<file path="src/rtl/multicycle_controller_if.sv">
// Bundle between the multicycle ARM controller and its datapath: instruction
// fields and ALU flags in, datapath enables and mux selects out.
interface multicycle_controller_if;
    logic [3:0] Cond;
    logic [1:0] Op;
    logic [5:0] Funct;
    logic [3:0] Rd;
    logic [3:0] ALUFlags;
    logic       PCWrite;
    logic       IRWrite;
    logic       RegWrite;
    logic       MemWrite;
    logic       AdrSrc;
    logic       ALUSrcA;
    logic [1:0] ALUSrcB;
    logic [1:0] ALUControl;
    logic [1:0] ResultSrc;
    logic [1:0] ImmSrc;
    logic [1:0] RegSrc;
    logic [3:0] State;

    // No valid/ready pair exists here: the controller advances exactly one
    // state per clock and the datapath obeys whatever it presents that cycle.
    modport master (
        output Cond, Op, Funct, Rd, ALUFlags,
        input  PCWrite, IRWrite, RegWrite, MemWrite, AdrSrc, ALUSrcA,
               ALUSrcB, ALUControl, ResultSrc, ImmSrc, RegSrc, State
    );
    modport slave (
        input  Cond, Op, Funct, Rd, ALUFlags,
        output PCWrite, IRWrite, RegWrite, MemWrite, AdrSrc, ALUSrcA,
               ALUSrcB, ALUControl, ResultSrc, ImmSrc, RegSrc, State
    );
endinterface

</file>
<file path="src/rtl/multicycle_controller.sv">
// Multicycle ARM control unit: sequences fetch/decode/execute/memory/writeback,
// holds the NZCV flags and evaluates condition codes.
module multicycle_controller (
    input  logic                    clk,
    input  logic                    reset,
    multicycle_controller_if.slave  bus
);
    typedef enum logic [3:0] {
        FETCH    = 4'd0,
        DECODE   = 4'd1,
        MEMADR   = 4'd2,
        MEMRD    = 4'd3,
        MEMWB    = 4'd4,
        MEMWR    = 4'd5,
        EXECUTER = 4'd6,
        EXECUTEI = 4'd7,
        ALUWB    = 4'd8,
        BRANCH   = 4'd9
    } state_t;

    state_t     state, next_state;
    logic [3:0] flags;
    logic       condex, cond_ok;
    logic       is_addsub, flag_upd, rd_pc;
    logic       pc_write, ir_write, reg_write, mem_write;
    logic [1:0] alu_cmd;

    always_comb begin
        case (bus.Cond)
            4'b0000: cond_ok = flags[2];
            4'b0001: cond_ok = ~flags[2];
            4'b0010: cond_ok = flags[1];
            4'b0011: cond_ok = ~flags[1];
            4'b0100: cond_ok = flags[3];
            4'b0101: cond_ok = ~flags[3];
            4'b0110: cond_ok = flags[0];
            4'b0111: cond_ok = ~flags[0];
            4'b1000: cond_ok = flags[1] & ~flags[2];
            4'b1001: cond_ok = ~flags[1] | flags[2];
            4'b1010: cond_ok = (flags[3] == flags[0]);
            4'b1011: cond_ok = (flags[3] != flags[0]);
            4'b1100: cond_ok = ~flags[2] & (flags[3] == flags[0]);
            4'b1101: cond_ok = flags[2] | (flags[3] != flags[0]);
            4'b1110: cond_ok = 1'b1;
            default: cond_ok = 1'b0;
        endcase
    end

    always_comb begin
        case (bus.Funct[4:1])
            4'b0100: alu_cmd = 2'b00;
            4'b0010: alu_cmd = 2'b01;
            4'b0000: alu_cmd = 2'b10;
            4'b1100: alu_cmd = 2'b11;
            default: alu_cmd = 2'b00;
        endcase
    end

    assign is_addsub = (bus.Funct[4:1] == 4'b0100) || (bus.Funct[4:1] == 4'b0010);
    assign flag_upd  = ((state == EXECUTER) || (state == EXECUTEI)) && bus.Funct[0] && condex;
    assign rd_pc     = (bus.Rd == 4'd15);

    // Flags are read by DECODE of the same instruction before EXECUTE can change them.
    always_ff @(posedge clk) begin
        if (reset) begin
            state  <= FETCH;
            flags  <= 4'b0000;
            condex <= 1'b0;
        end else begin
            state <= next_state;
            if (state == DECODE)
                condex <= cond_ok;
            if (flag_upd) begin
                flags[3:2] <= bus.ALUFlags[3:2];
                if (is_addsub)
                    flags[1:0] <= bus.ALUFlags[1:0];
            end
        end
    end

    always_comb begin
        next_state     = FETCH;
        pc_write       = 1'b0;
        ir_write       = 1'b0;
        reg_write      = 1'b0;
        mem_write      = 1'b0;
        bus.AdrSrc     = 1'b0;
        bus.ALUSrcA    = 1'b0;
        bus.ALUSrcB    = 2'b00;
        bus.ALUControl = 2'b00;
        bus.ResultSrc  = 2'b00;
        case (state)
            FETCH: begin
                ir_write      = 1'b1;
                pc_write      = 1'b1;
                bus.ALUSrcA   = 1'b1;
                bus.ALUSrcB   = 2'b10;
                bus.ResultSrc = 2'b10;
                next_state    = DECODE;
            end
            DECODE: begin
                bus.ALUSrcA   = 1'b1;
                bus.ALUSrcB   = 2'b10;
                bus.ResultSrc = 2'b10;
                case (bus.Op)
                    2'b00:   next_state = bus.Funct[5] ? EXECUTEI : EXECUTER;
                    2'b01:   next_state = MEMADR;
                    2'b10:   next_state = BRANCH;
                    default: next_state = FETCH;
                endcase
            end
            MEMADR: begin
                bus.ALUSrcB = 2'b01;
                next_state  = bus.Funct[0] ? MEMRD : MEMWR;
            end
            MEMRD: begin
                bus.AdrSrc = 1'b1;
                next_state = MEMWB;
            end
            MEMWB: begin
                bus.ResultSrc = 2'b01;
                reg_write     = condex & ~rd_pc;
                pc_write      = condex & rd_pc;
            end
            MEMWR: begin
                bus.AdrSrc = 1'b1;
                mem_write  = condex;
            end
            EXECUTER, EXECUTEI: begin
                bus.ALUSrcB    = (state == EXECUTEI) ? 2'b01 : 2'b00;
                bus.ALUControl = alu_cmd;
                next_state     = ALUWB;
            end
            ALUWB: begin
                reg_write = condex & ~rd_pc;
                pc_write  = condex & rd_pc;
            end
            BRANCH: begin
                bus.ALUSrcB   = 2'b01;
                bus.ResultSrc = 2'b10;
                pc_write      = condex;
            end
            default: next_state = FETCH;
        endcase
    end

    assign bus.PCWrite  = pc_write & ~reset;
    assign bus.IRWrite  = ir_write & ~reset;
    assign bus.RegWrite = reg_write & ~reset;
    assign bus.MemWrite = mem_write & ~reset;
    assign bus.ImmSrc   = bus.Op;
    assign bus.RegSrc   = {(bus.Op == 2'b01) & ~bus.Funct[0], (bus.Op == 2'b10)};
    assign bus.State    = state;
endmodule

</file>
<file path="src/flat_wrapper.sv">
// flat-port wrapper written by rule: the top's interface ports become plain ports
module multicycle_controller_flat 
  (clk, reset, bus_Cond, bus_Op, bus_Funct, bus_Rd, bus_ALUFlags, bus_PCWrite, bus_IRWrite, bus_RegWrite, bus_MemWrite, bus_AdrSrc, bus_ALUSrcA, bus_ALUSrcB, bus_ALUControl, bus_ResultSrc, bus_ImmSrc, bus_RegSrc, bus_State);
  multicycle_controller_if bus_i ();
  input  logic clk;
  input  logic reset;
  input wire logic [$bits(bus_i.Cond)-1:0] bus_Cond;
  input wire logic [$bits(bus_i.Op)-1:0] bus_Op;
  input wire logic [$bits(bus_i.Funct)-1:0] bus_Funct;
  input wire logic [$bits(bus_i.Rd)-1:0] bus_Rd;
  input wire logic [$bits(bus_i.ALUFlags)-1:0] bus_ALUFlags;
  output wire logic [$bits(bus_i.PCWrite)-1:0] bus_PCWrite;
  output wire logic [$bits(bus_i.IRWrite)-1:0] bus_IRWrite;
  output wire logic [$bits(bus_i.RegWrite)-1:0] bus_RegWrite;
  output wire logic [$bits(bus_i.MemWrite)-1:0] bus_MemWrite;
  output wire logic [$bits(bus_i.AdrSrc)-1:0] bus_AdrSrc;
  output wire logic [$bits(bus_i.ALUSrcA)-1:0] bus_ALUSrcA;
  output wire logic [$bits(bus_i.ALUSrcB)-1:0] bus_ALUSrcB;
  output wire logic [$bits(bus_i.ALUControl)-1:0] bus_ALUControl;
  output wire logic [$bits(bus_i.ResultSrc)-1:0] bus_ResultSrc;
  output wire logic [$bits(bus_i.ImmSrc)-1:0] bus_ImmSrc;
  output wire logic [$bits(bus_i.RegSrc)-1:0] bus_RegSrc;
  output wire logic [$bits(bus_i.State)-1:0] bus_State;
  assign bus_i.Cond = bus_Cond;
  assign bus_i.Op = bus_Op;
  assign bus_i.Funct = bus_Funct;
  assign bus_i.Rd = bus_Rd;
  assign bus_i.ALUFlags = bus_ALUFlags;
  assign bus_PCWrite = bus_i.PCWrite;
  assign bus_IRWrite = bus_i.IRWrite;
  assign bus_RegWrite = bus_i.RegWrite;
  assign bus_MemWrite = bus_i.MemWrite;
  assign bus_AdrSrc = bus_i.AdrSrc;
  assign bus_ALUSrcA = bus_i.ALUSrcA;
  assign bus_ALUSrcB = bus_i.ALUSrcB;
  assign bus_ALUControl = bus_i.ALUControl;
  assign bus_ResultSrc = bus_i.ResultSrc;
  assign bus_ImmSrc = bus_i.ImmSrc;
  assign bus_RegSrc = bus_i.RegSrc;
  assign bus_State = bus_i.State;
  multicycle_controller u_core (.clk(clk), .reset(reset), .bus(bus_i));
endmodule
</file>
<file path="config.mk">
export PLATFORM = sky130hd
export DESIGN_NAME = multicycle_controller_flat
export DESIGN_NICKNAME = d
export VERILOG_FILES = /design/src/rtl/multicycle_controller_if.sv /design/src/rtl/multicycle_controller.sv /design/src/flat_wrapper.sv
export SDC_FILE = /design/constraint.sdc
export NUM_CORES = 1
export LEC_CHECK = 0
export BUFFER_PORTS_ARGS = -buffer_cell sky130_fd_sc_hd__buf_4
export CAP_MARGIN = 20
export CORE_MARGIN = 2
export CORE_UTILIZATION = 45
export DETAILED_ROUTE_END_ITERATION = 7
export PLACE_DENSITY = 0.78
export REMOVE_ABC_BUFFERS = 1
export SETUP_SLACK_MARGIN = 0.3
export SLEW_MARGIN = 20
export SYNTH_ARGS = -nofsm -noshare
export SYNTH_HDL_FRONTEND = slang
export SYNTH_SLANG_ARGS = --single-unit
</file>
<file path="constraint.sdc">
create_clock -name clk -period 1.9 [get_ports clk]
set_clock_uncertainty 0.2 [all_clocks]
set_input_delay 0.285 -clock clk [delete_from_list [all_inputs] [get_ports clk]]
set_output_delay 0.285 -clock clk [all_outputs]
set_load 0.005 [all_outputs]
</file>
==> load_flow_metrics.sql <==
INSERT INTO impl_metrics (metric_group, metric, value, unit) VALUES
('outcome', 'status', 'finished with violations', ''),
('outcome', 'failed_checks', 'setup timing', ''),
('setup_path', 'timing.critical_path.to', 'bus_RegWrite', ''),
('timing', 'setup_viol_count_final', '1', ''),
('clock_network', 'cts_buffer_depth', '2', ''),
('setup_path', 'cp_data_arrival_time', '1.45', 'ns'),
('setup_path', 'timing.critical_path.fanout_max', '5', ''),
('yosys', 'synth_area_leaders', 'sky130_fd_sc_hd__dfxtp_1, sky130_fd_sc_hd__mux2i_1, sky130_fd_sc_hd__nor2_1', ''),
('detailed_routing', 'dr.max_layer_used', 'met4', ''),
('setup_path', 'timing.critical_path.depth', '4', ''),
('setup_path', 'endpoint_kind', 'output pin', ''),
('floorplan', 'floorplan.die.width', '48.1', 'um'),
('clock_network', 'clock_latency', '0.30', 'ns'),
('grt', 'largest_net_degree_at_the_start_of_global_routing', '13', ''),
('finish', 'utilization', '90.0', '%'),
('timing', 'report.final.hold_viol_count', '0', ''),
('floorplan', 'die-area', '0.00232', 'mm2'),
('floorplan', 'core_region_area', '0.00178', 'mm2'),
('clock_network', 'clockRootBuffer', 'sky130_fd_sc_hd__clkbuf_4', ''),
('setup_path', 'slowest_delay', '0.37', 'ns'),
('grt', 'grt.overflow.total', '0', ''),
('floorplan', 'starting_density_of_the_core', '49.1', '%'),
('yosys', 'synth_enable_flop_cells', '0', ''),
('yosys', 'yosys.area.top_type_share', '20.6', '%'),
('yosys', 'synth.ff_latch_count', '9', ''),
('timing', 'worst_slew_margin_rel', '76.9', '%'),
('clock_network', 'clk_pin_slew_worst_paths', '0.09', 'ns'),
('clock_network', 'cts-buffers-inserted', '3', ''),
('detailed_routing', 'firstDrtPassIters', '5', ''),
('setup_path', 'critical_path_s_slowest_cell', 'sky130_fd_sc_hd__dfxtp_4', ''),
('placement', 'placement.cell_area', '0.00118', 'mm2'),
('power', 'leakagePower', '0.000712', 'uW'),
('setup_path', 'rr_endpoint', 'u_core.flags[1]$_SDFFE_PP0P_', ''),
('yosys', 'synth.cells.most_frequent', 'sky130_fd_sc_hd__nor2_1, sky130_fd_sc_hd__nand2_1, sky130_fd_sc_hd__dfxtp_1', ''),
('setup_path', 'crit_path_cell_trace', 'nand2b_4, buf_4, a2111oi_4, buf_4', ''),
('setup_path', 'ff2ff_path_depth', '6', ''),
('setup_path', 'cp.required', '1.41', 'ns'),
('timing', 'layout_setup_ws', '-0.0382', 'ns'),
('timing', 'least_margin_pin_slew', '0.345', 'ns'),
('power', 'ir_drop', '433', 'uV'),
('grt', 'first_global_vias', '1096', ''),
('detailed_routing', 'met3WireLength', '468', 'um'),
('clock_network', 'tritoncts', 'done', ''),
('timing', 'finalCriticalPeriod', '1.94', 'ns'),
('setup_path', 'worst_path_most_repeated_cell', 'sky130_fd_sc_hd__buf_4', ''),
('yosys', 'synth.avg_cell_area', '7.49', 'um2'),
('placement', 'pre_cts_ws', '0.184', 'ns'),
('detailed_routing', 'dr_wl_met2', '2.10', 'mm'),
('detailed_routing', 'wl', '4.42', 'mm'),
('timing', 'maxSlewViolCount', '0', ''),
('setup_path', 'worstSetupStartpointType', 'flip-flop', ''),
('yosys', 'most_common_cell_in_the_netlist', 'sky130_fd_sc_hd__nor2_1', ''),
('floorplan', 'boundaryPins', '42', ''),
('detailed_routing', 'avgViaCountPerCell', '6.39', ''),
('yosys', 'synthCells', '117', ''),
('detailed_routing', 'iteration_0_drc_markers', '66', ''),
('setup_path', 'critical_path_buf_inv_count', '2', ''),
('grt', 'grt_antenna_before_repair', '0', ''),
('floorplan', 'chipHeight', '48.1', 'um'),
('finish', 'finish.instance_area', '0.00161', 'mm2'),
('clock_network', 'clock_tree.htree_level_count', '1', ''),
('run', 'cap_viol_max_count', '0', ''),
('setup_path', 'rr_startpoint', 'u_core.bus.State[3]$_SDFF_PP0_', ''),
('setup_path', 'regToRegSetupSlack', '0.03', 'ns'),
('setup_path', 'cp-startpoint', 'u_core.bus.State[3]$_SDFF_PP0_', ''),
('yosys', 'synth_top_flop_cell', 'sky130_fd_sc_hd__dfxtp_1', ''),
('detailed_routing', 'routed-via-count', '1271', ''),
('grt', 'overall_global_routing_resource_usage', '32.2', '%'),
('yosys', 'synth.yosys.seq_area_share', '20.6', '%'),
('detailed_routing', 'route.detailed.wl_per_inst', '22.2', 'um'),
('placement', 'port_buffers', '41', '');
-- final cells by class --
cell class	instances	area, um2
Multi-Input combinational cell	94	800
Timing Repair Buffer	65	544
Sequential cell	9	195
Fill cell	76	178
Tap cell	25	31.3
Clock buffer	3	22.5
Inverter	2	7.51
Clock inverter	1	5.00
-- metrics by stage --
step / hold WS, ns / total power (uW)
after global placement: 0.305 / 403
after detailed placement: 0.314 / 409
final: 0.000989 / 722
after global routing: 0.0251 / 741
after CTS: 0.0202 / 628
after floorplan: 0.157 / 293
-- worst min-delay path by stage --
stage | from | end | slack, ns | cells past startpoint
6_report | reset | u_core.bus.State[3]$_SDFF_PP0_ | 0.001 | 2
5_1_grt | reset | u_core.bus.State[3]$_SDFF_PP0_ | 0.03 | 2
4_1_cts | reset | u_core.bus.State[3]$_SDFF_PP0_ | 0.02 | 2
3_5_place_dp | reset | u_core.flags[0]$_SDFFE_PP0P_ | 0.31 | 2
3_3_place_gp | reset | u_core.flags[1]$_SDFFE_PP0P_ | 0.31 | 2
2_1_floorplan | reset | u_core.flags[0]$_SDFFE_PP0P_ | 0.16 | 1
-- cells in the final DEF, fill, tap and decap left out, types with 2 or more instances in the layout --
cell type,n
sky130_fd_sc_hd__a22oi_1,2
sky130_fd_sc_hd__nor2_1,12
sky130_fd_sc_hd__nor4b_4,2
sky130_fd_sc_hd__buf_6,9
sky130_fd_sc_hd__nor2_4,2
sky130_fd_sc_hd__nor3_2,2
sky130_fd_sc_hd__nor3_1,5
sky130_fd_sc_hd__nor4_1,2
sky130_fd_sc_hd__xnor2_1,3
sky130_fd_sc_hd__nand2b_4,2
sky130_fd_sc_hd__nor2b_1,4
sky130_fd_sc_hd__nor4_2,2
sky130_fd_sc_hd__or2_4,2
sky130_fd_sc_hd__mux2i_1,6
sky130_fd_sc_hd__o32ai_2,2
sky130_fd_sc_hd__buf_4,53
sky130_fd_sc_hd__nand2_1,10
sky130_fd_sc_hd__clkbuf_4,3
sky130_fd_sc_hd__dfxtp_4,4
sky130_fd_sc_hd__dfxtp_1,5
sky130_fd_sc_hd__buf_8,3
sky130_fd_sc_hd__a21oi_1,7
-- registers in the layout (all words and copies together) (netlist names) --
register          flops
u_core.condex         1
u_core.bus.State      4
u_core.flags          4
-- metal layers --
metal | up-vias | track usage (%)
met5 | - | 0
met4 | 0 | 13.5
met3 | 36 | 8.52
met2 | 119 | 52.8
met1 | 586 | 40.0
li1 | 530 | -
-- power breakdown --
part	leakage [uW]	switching [uW]	internal, uW
clock	0.0000177	95.6	78.6
combinational	0.000618	164	177
sequential	0.0000759	12.4	195
-- cells by family (layout without fill, tap and decap cells) --
| group | after synthesis | count (layout) | share of synthesized area, % |
|---|---|---|---|
| and+or+nand+nor | 63 | 63 | 43.7 |
| AOI/OAI and AO/OA | 20 | 20 | 14.7 |
| buffers and inverters | 14 | 71 | 9.14 |
| DFF | 9 | 9 | 20.6 |
| muxes | 6 | 6 | 6.86 |
| xor gates and xnor gates | 5 | 5 | 5.00 |
-- what timing repair did --
action,CTS,global route
pin swaps,4,10
setup buffers,14,5
gates resized for setup,37,24
hold buffers,0,0
setup endpoints to repair,13,16
Power figures use the tool's default switching activity.
